$ cat config.mk
export PLATFORM = sky130hd
export DESIGN_NAME = byte_word_packer
export DESIGN_NICKNAME = d
export VERILOG_FILES = /design/src/rtl/byte_word_packer.sv
export SDC_FILE = /design/constraint.sdc
export NUM_CORES = 1
export LEC_CHECK = 0
export ABC_AREA = 0
export CORE_MARGIN = 8
export CORE_UTILIZATION = 50
export CTS_CLUSTER_SIZE = 40
export DETAILED_ROUTE_END_ITERATION = 10
export PLACE_DENSITY = 0.74
export REMOVE_ABC_BUFFERS = 1
export SYNTH_ARGS = -nofsm -noshare
export SYNTH_HDL_FRONTEND = slang
export SYNTH_SLANG_ARGS = --single-unit
$ cat constraint.sdc
create_clock -name clk_memory -period 8.3 [get_ports clk_memory]
set_clock_uncertainty 0.1 [all_clocks]
set_input_delay 1.66 -clock clk_memory [delete_from_list [all_inputs] [get_ports clk_memory]]
set_output_delay 1.66 -clock clk_memory [all_outputs]
set_load 0.01 [all_outputs]
$ cat src/rtl/byte_word_packer.sv
// byte_word_packer: packs a little-endian byte write stream into 16-bit word
// writes with per-byte enables, buffered in a small FIFO behind a
// valid/ready handshake toward a 16-bit memory controller.
module byte_word_packer #(
  parameter int ADDRESS_SIZE    = 14,
  parameter int FIFO_DEPTH_LOG2 = 2
) (
  input  logic                    clk_memory,
  input  logic                    reset,
  input  logic                    in_write_en,
  input  logic [ADDRESS_SIZE:0]   in_write_addr,
  input  logic [7:0]              in_write_data,
  input  logic                    flush,
  output logic                    out_valid,
  input  logic                    out_ready,
  output logic [ADDRESS_SIZE-1:0] out_addr,
  output logic [15:0]             out_data,
  output logic [1:0]              out_byte_en,
  output logic                    busy,
  output logic                    overflow
);

  localparam int DEPTH = 1 << FIFO_DEPTH_LOG2;
  localparam logic [FIFO_DEPTH_LOG2:0] DEPTH_CNT = DEPTH[FIFO_DEPTH_LOG2:0];

  // Pend register (one partially or fully assembled word)
  logic                    pend_valid_q, pend_valid_d;
  logic [ADDRESS_SIZE-1:0] pend_addr_q,  pend_addr_d;
  logic [15:0]             pend_data_q,  pend_data_d;
  logic [1:0]              pend_be_q,    pend_be_d;

  // FIFO control
  logic [FIFO_DEPTH_LOG2-1:0] wr_ptr_q, wr_ptr_d;
  logic [FIFO_DEPTH_LOG2-1:0] rd_ptr_q, rd_ptr_d;
  logic [FIFO_DEPTH_LOG2:0]   count_q,  count_d;
  logic                       overflow_q, overflow_d;

  // FIFO storage (data only, never reset)
  logic [ADDRESS_SIZE-1:0] mem_addr_q [DEPTH];
  logic [15:0]             mem_data_q [DEPTH];
  logic [1:0]              mem_be_q   [DEPTH];

  logic                    in_lane;
  logic [ADDRESS_SIZE-1:0] in_waddr;
  logic                    pop;
  logic                    fifo_full;
  logic                    push_req;
  logic                    push;
  logic [15:0]             fresh_data;
  logic [1:0]              fresh_be;

  assign in_lane    = in_write_addr[0];
  assign in_waddr   = in_write_addr[ADDRESS_SIZE:1];
  assign out_valid  = (count_q != '0);
  assign pop        = out_valid && out_ready;
  // A same-cycle pop makes room, so a full FIFO can still take the push.
  assign fifo_full  = (count_q == DEPTH_CNT) && !pop;
  // Lane 1 held, a different word arriving, an already-held lane being
  // rewritten, or an explicit flush all force the pend word out.
  assign push_req   = pend_valid_q &&
                      (pend_be_q[1] ||
                       (in_write_en && ((in_waddr != pend_addr_q) || pend_be_q[in_lane])) ||
                       flush);
  assign push       = push_req && !fifo_full;
  assign fresh_data = in_lane ? {in_write_data, 8'h00} : {8'h00, in_write_data};
  assign fresh_be   = in_lane ? 2'b10 : 2'b01;

  assign out_addr    = out_valid ? mem_addr_q[rd_ptr_q] : '0;
  assign out_data    = out_valid ? mem_data_q[rd_ptr_q] : '0;
  assign out_byte_en = out_valid ? mem_be_q[rd_ptr_q]   : '0;
  assign busy        = pend_valid_q || (count_q != '0);
  assign overflow    = overflow_q;

  // Next-state for the pend word, FIFO pointers/count and overflow flag
  always_comb begin
    pend_valid_d = pend_valid_q;
    pend_addr_d  = pend_addr_q;
    pend_data_d  = pend_data_q;
    pend_be_d    = pend_be_q;
    overflow_d   = overflow_q;
    wr_ptr_d     = wr_ptr_q;
    rd_ptr_d     = rd_ptr_q;
    count_d      = count_q;

    if (push_req) begin
      if (!fifo_full) begin
        if (in_write_en) begin
          pend_valid_d = 1'b1;
          pend_addr_d  = in_waddr;
          pend_data_d  = fresh_data;
          pend_be_d    = fresh_be;
        end else begin
          pend_valid_d = 1'b0;
        end
      end else if (in_write_en) begin
        // No room and no way to hold two words: the new byte is lost.
        overflow_d = 1'b1;
      end
    end else if (in_write_en) begin
      if (!pend_valid_q) begin
        pend_valid_d = 1'b1;
        pend_addr_d  = in_waddr;
        pend_data_d  = fresh_data;
        pend_be_d    = fresh_be;
      end else begin
        // Only reachable as the odd byte of the held even byte's word.
        pend_data_d[15:8] = in_write_data;
        pend_be_d         = 2'b11;
      end
    end

    if (push) wr_ptr_d = wr_ptr_q + FIFO_DEPTH_LOG2'(1);
    if (pop)  rd_ptr_d = rd_ptr_q + FIFO_DEPTH_LOG2'(1);
    if (push && !pop)      count_d = count_q + (FIFO_DEPTH_LOG2 + 1)'(1);
    else if (pop && !push) count_d = count_q - (FIFO_DEPTH_LOG2 + 1)'(1);
  end

  // Control state with synchronous reset
  always_ff @(posedge clk_memory) begin
    if (reset) begin
      pend_valid_q <= 1'b0;
      wr_ptr_q     <= '0;
      rd_ptr_q     <= '0;
      count_q      <= '0;
      overflow_q   <= 1'b0;
    end else begin
      pend_valid_q <= pend_valid_d;
      wr_ptr_q     <= wr_ptr_d;
      rd_ptr_q     <= rd_ptr_d;
      count_q      <= count_d;
      overflow_q   <= overflow_d;
    end
  end

  // Pend word contents; meaningful only while pend_valid_q is set
  always_ff @(posedge clk_memory) begin
    pend_addr_q <= pend_addr_d;
    pend_data_q <= pend_data_d;
    pend_be_q   <= pend_be_d;
  end

  // FIFO storage write on push
  always_ff @(posedge clk_memory) begin
    if (push) begin
      mem_addr_q[wr_ptr_q] <= pend_addr_q;
      mem_data_q[wr_ptr_q] <= pend_data_q;
      mem_be_q[wr_ptr_q]   <= pend_be_q;
    end
  end

endmodule

# Yosys cells after proc, flatten, opt, wreduce, memory -nomap -nowiden
# Memories as Yosys holds them, arrays and structs flattened. A register that Yosys moved wholly into a read port is not among the register bits.
# Cells that the tools add are included.
# word_totals
register_bits	41
memories	3
mem_bits_ro	0
ram_bits	128
latchBits	0
inputBits	28
# mem_list
memory	depth	width	rd	rd_clocked_by_memory_dff	wr	line	text
mem_data_q	4	16	1	1	1	40	logic [15:0] mem_data_q [DEPTH];
mem_addr_q	4	14	1	1	1	39	logic [ADDRESS_SIZE-1:0] mem_addr_q [DEPTH];
mem_be_q	4	2	1	1	1	41	logic [1:0] mem_be_q [DEPTH];
# classes
n_div	0
eq_ne	4
order_cmp	1
mux	37
addsub	4
bitwise_logic	0
reduce_logical	22
multipliers	0
shifts	0
# ops
op	count
$mux W16	6
$mux W14	6
$mux W2	13
$mux W8	2
$ne A14 B14 Y1	1
$mux W1	8
$logic_and A1 B1 Y1	7
$mux W3	2
$reduce_and A3 Y1	2
$reduce_bool A2 Y1	3
$add A2 B1 Y2 const B	2
$logic_or A1 B1 Y1	4
$reduce_and A4 Y1	1
$add A3 B1 Y3 const B	1
$eq A3 B3 Y1 const B	1
$logic_not A1 Y1	3
$reduce_bool A3 Y1	1
$sub A3 B1 Y3 const B	1
$lt A1 B2 Y1 const B	1
$ne A2 B1 Y1 const B	1
$ne A2 B2 Y1 const B	1
$reduce_and A2 Y1	1

# Depth between registers and ports, before layout
# logic_depth
word_depth	12
depth_mapped	11

# Worst setup path before layout
# No wires, ideal clock.
# synth_path
path_kind	input to register
startpoint	in in_write_addr[0]
endpoint	reg count_q[2]
t_arrival_ns	3.689
path_stages	11
setup_slack_ns	4.440
cell_sequence	mux2i_1 nand4_1 or4_4 and4b_1 buf_6 ha_1 inv_1 fa_1 xor2_1 or3_1 a21oi_1
# synth_via
elab_chain_cells	11
# synth_rtl
element	line	text
start, declared	11	input logic [ADDRESS_SIZE:0] in_write_addr,
$mux W1 (not written as such) (*) (2 in a row)	62	(in_write_en && ((in_waddr != pend_addr_q) || pend_be_q[in_lane])) ||
$logic_or A1 B1 Y1 (*)	62	
$logic_and A1 B1 Y1 (*)	62	
$logic_or A1 B1 Y1 (*)	61	(pend_be_q[1] ||
$logic_or A1 B1 Y1 (*)	62	
$logic_and A1 B1 Y1 (*)	60	assign push_req = pend_valid_q &&
$logic_and A1 B1 Y1 (*)	64	assign push = push_req && !fifo_full;
via push	48	logic push;
$logic_not A1 Y1	115	else if (pop && !push) count_d = count_q - (FIFO_DEPTH_LOG2 + 1)'(1);
$logic_and A1 B1 Y1	115	
$reduce_bool A2 Y1 (no source line)	-	
end signal, assigned	130	count_q <= count_d;
end, declared	35	logic [FIFO_DEPTH_LOG2:0] count_q, count_d;
# Mark *: on every way through the listed nets, which the timed path passes. The rest lies on a longest branch. The select of a mux whose other input is x is not followed.
# A chain may end at the register's enable or synchronous reset.

# Worst setup path in the final report
# layout_path
startpoint	in in_write_addr[0]
endpoint	reg count_q[2]
# layout_via
elab_chain_cells	11
# layout_rtl
element	line
$mux W1 (not written as such) (*) (2 in a row)	62
$logic_or A1 B1 Y1 (*)	62
$logic_and A1 B1 Y1 (*)	62
$logic_or A1 B1 Y1 (*)	61
$logic_or A1 B1 Y1 (*)	62
$logic_and A1 B1 Y1 (*)	60
$logic_and A1 B1 Y1 (*)	64
$logic_not A1 Y1	115
$logic_and A1 B1 Y1	115
$reduce_bool A2 Y1 (no source line)	-
# Every way passes the cells marked *; elsewhere a longest branch is shown, timed or not. The select of a mux whose other input is x is not followed.

==> metrics.md <==
| Metric | Value |
|---|---|
| Status | `finished clean` |
| Via count | `3,203` |
| Net count of the finished layout | `446` |
| Relative slew slack | `0.287` |
| CP required | `8550 ps` |
| Vias in the first global route | `3,418` |
| Worst Path Buf+Inv | `2` |
| Die Wd | `132 µm` |
| Post-synthesis area per instance | `19.5 µm²` |
| Gr usage total | `0.143` |
| Worst-case clock buffer depth | `2` |
| DP HPWL | `7140 µm` |
| Clock root cell | `clkbuf_16` |
| WP data arrival | `4710 ps` |
| Final hold vios | `0` |
| Post_cts resized | `0` |
| Initial antenna violation count | `0` |
| Fmax | `224 MHz` |
| Async SR Flop Fraction | `0` |
| Max stage delay cell, worst path | `clkdlybuf4s50_1` |
| Port bufs | `62` |
| Register area share after synthesis | `0.753` |
| Yosys warns | `0` |
| Final worst-path cycle share | `0.537` |
| CP cell instances | `clkdlybuf4s50_1, mux2i_1, nand4_1, or4_4, and4b_1, ha_1, inv_1, fa_1, xor2_1, or3_1, a21oi_1` |
| Residual DRC | `0` |
| Worst-path maximum fanout | `13` |
| Hold Path Class | `reg2reg` |
| Netlist cell types | `36` |
| Post-synth EDFFs | `160` |
| Mapped Area | `6670 µm²` |
| Vias per inst | `5.33` |
| Num CTS Buffers | `17` |
| Top FF cell, synth | `edfxtp_1` |
| Hold path startpoint | `pend_data_q[0]$_SDFFCE_PP0P_` |
| Crit path largest cell delay | `760 ps` |
| Sink Count | `171` |
| WS Path Type | `in2reg` |
| DRT antenna net count | `0` |
| Mean routed wirelength per cell | `19.8 µm` |
| Clock Latency Late Sink | `420 ps` |
| Row cnt | `42` |
| GP Congestion | `0.686` |
| Crit end category | `flop` |
| Clk slew on worst S/H paths | `70 ps` |
| Starting DRT DRC Count | `268` |
| Fin crit period | `4460 ps` |
| Final wirelength | `11,900 µm` |
| Core area | `13,100 µm²` |
| Grt total ovfl | `0` |
| Final setup violation count | `0` |
| Unrepaired setup endpoints after global routing | `false` |
| PD cells | `310 nW/µm²` |
| Worst-margin pin slew | `1070 ps` |
| Die height | `132 µm` |
| Postcts setup bufs | `0` |
| Max rail drop VDD | `0.191 mV` |
| Layout fillers | `970` |
| Largest net degree at the start of global routing | `37` |
| Total of max-cap violations | `0` |
| Die area | `17,300 µm²` |
| Max-slew violation count | `0` |
| Max H-tree Level | `4` |
| DRT Pass-1 Iters | `4` |
| Startpoint Class | `input port` |
| Fraction of layout instances using a drive strength above 1 | `0.184` |
| Final Util | `0.617` |
| R2R setup slack | `5330 ps` |
| First-pass GRT wire length | `18,900 µm` |
| Ports | `63` |
| Leak pwr | `2.67 nW` |
| Hold Slack | `403 ps` |
| Critical path origin | `in_write_addr[0]` |
| Hold buffer count at CTS | `0` |
| TNS Setup | `0 ps` |
| Reg-to-reg startpoint | `pend_addr_q[13]$_DFFE_PP_` |
| Post-synthesis register bit count | `171` |
| Cell family with most CP delay | `simple AND/OR/NAND/NOR gates` |
| TritonCTS clock tree | `yes` |
| Antenna Cells | `0` |
| Initial core utilization | `0.508` |
| Synthesis-to-layout area growth | `21.4%` |
| Total Power | `2.51 mW` |
| Synthesized instance count | `342` |
-- worst register-to-register path, stage by stage (launching register included) --
cell and delay, ps:
edfxtp_1 460, xnor2_1 230, nand4_1 160, or4_4 610, and4b_1 330, ha_1 250
inv_1 70, fa_1 180, xor2_1 70, or3_1 300, a21oi_1 140
-- cell usage in the layout, fill, tap and decap left out, types with 5 or more instances in the layout --
cell,netlist,layout
nor2b_1,9,8
and2_1,32,32
edfxtp_1,160,160
mux4_2,32,32
clkdlybuf4s50_1,0,62
xnor2_1,14,14
and3_1,8,8
clkbuf_16,0,17
dfxtp_1,11,10
nor2_1,12,12
ha_1,5,5
-- cell usage after synthesis (4+ instances only) --
master,n,area share
and2_2,4,0.0045
dfxtp_1,11,0.033
nor2_1,12,0.0068
nor2b_1,9,0.0084
inv_1,4,0.0023
nand4_1,4,0.0038
edfxtp_1,160,0.72
clkbuf_1,9,0.0051
xor2_1,4,0.0053
mux4_2,32,0.11
and3_1,8,0.0075
ha_1,5,0.0094
and2_1,32,0.030
xnor2_1,14,0.018
-- cell type report --
type	instances	area, µm²	share of cell area
Multi-Input combinational cell	152	1570	0.193
Tap cell	176	220	0.0272
Clock buffer	17	425	0.0525
Clock inverter	15	198	0.0244
Sequential cell	171	5030	0.620
Timing Repair Buffer	66	651	0.0803
Inverter	4	15.0	0.00185
-- kinds of logic (layout without fill, tap and decap cells) --
kind of cell,after synthesis,after routing,synth area share
compound gates,9,9,0.00844
fa+ha+maj,6,6,0.0124
buf+inv,19,102,0.0124
flops,171,171,0.753
xor+xnor,18,18,0.0236
simple gates,83,83,0.0750
mux,36,36,0.115
-- through the flow --
stage | std cells | area, µm² | setup slack [ps]
after floorplan | 327 | 6600 | 4270
after global placement | 569 | 7480 | 3550
after detailed placement | 569 | 7480 | 3430
after CTS | 601 | 8100 | 3830
after global routing | 601 | 8100 | 3620
final | 601 | 8100 | 3840
-- routing by layer --
metal / GRT usage / routed length (µm)
met1: 0.181 / 5140
met2: 0.231 / 5940
met3: 0.0446 / 723
met4: 0.0472 / 93
met5: 0 / 0
-- state kept, by name (all words and copies together), names as in the netlist, named ones only --
name,count
pend_valid_q,1
pend_be_q,2
mem_addr_q,56
overflow,1
pend_addr_q,14
pend_data_q,16
mem_data_q,64
rd_ptr_q,2
wr_ptr_q,2
mem_be_q,8
count_q,3
-- worst paths after layout --
| kind | endpoint | cells after the start |
|---|---|---|
| min reg2reg | mem_data_q[1][0]$_DFFE_PP_ | 0 |
| max | count_q[2]$_SDFFE_PP0P_ | 11 |
| max reg2reg | count_q[2]$_SDFFE_PP0P_ | 10 |
| min | mem_data_q[1][0]$_DFFE_PP_ | 0 |
-- where the power goes --
group	total, mW	switching (mW)	internal, mW
sequential	1.03	0.0288	1.00
clock	0.822	0.318	0.504
combinational	0.657	0.288	0.369
(Power assumes the default switching activity.)
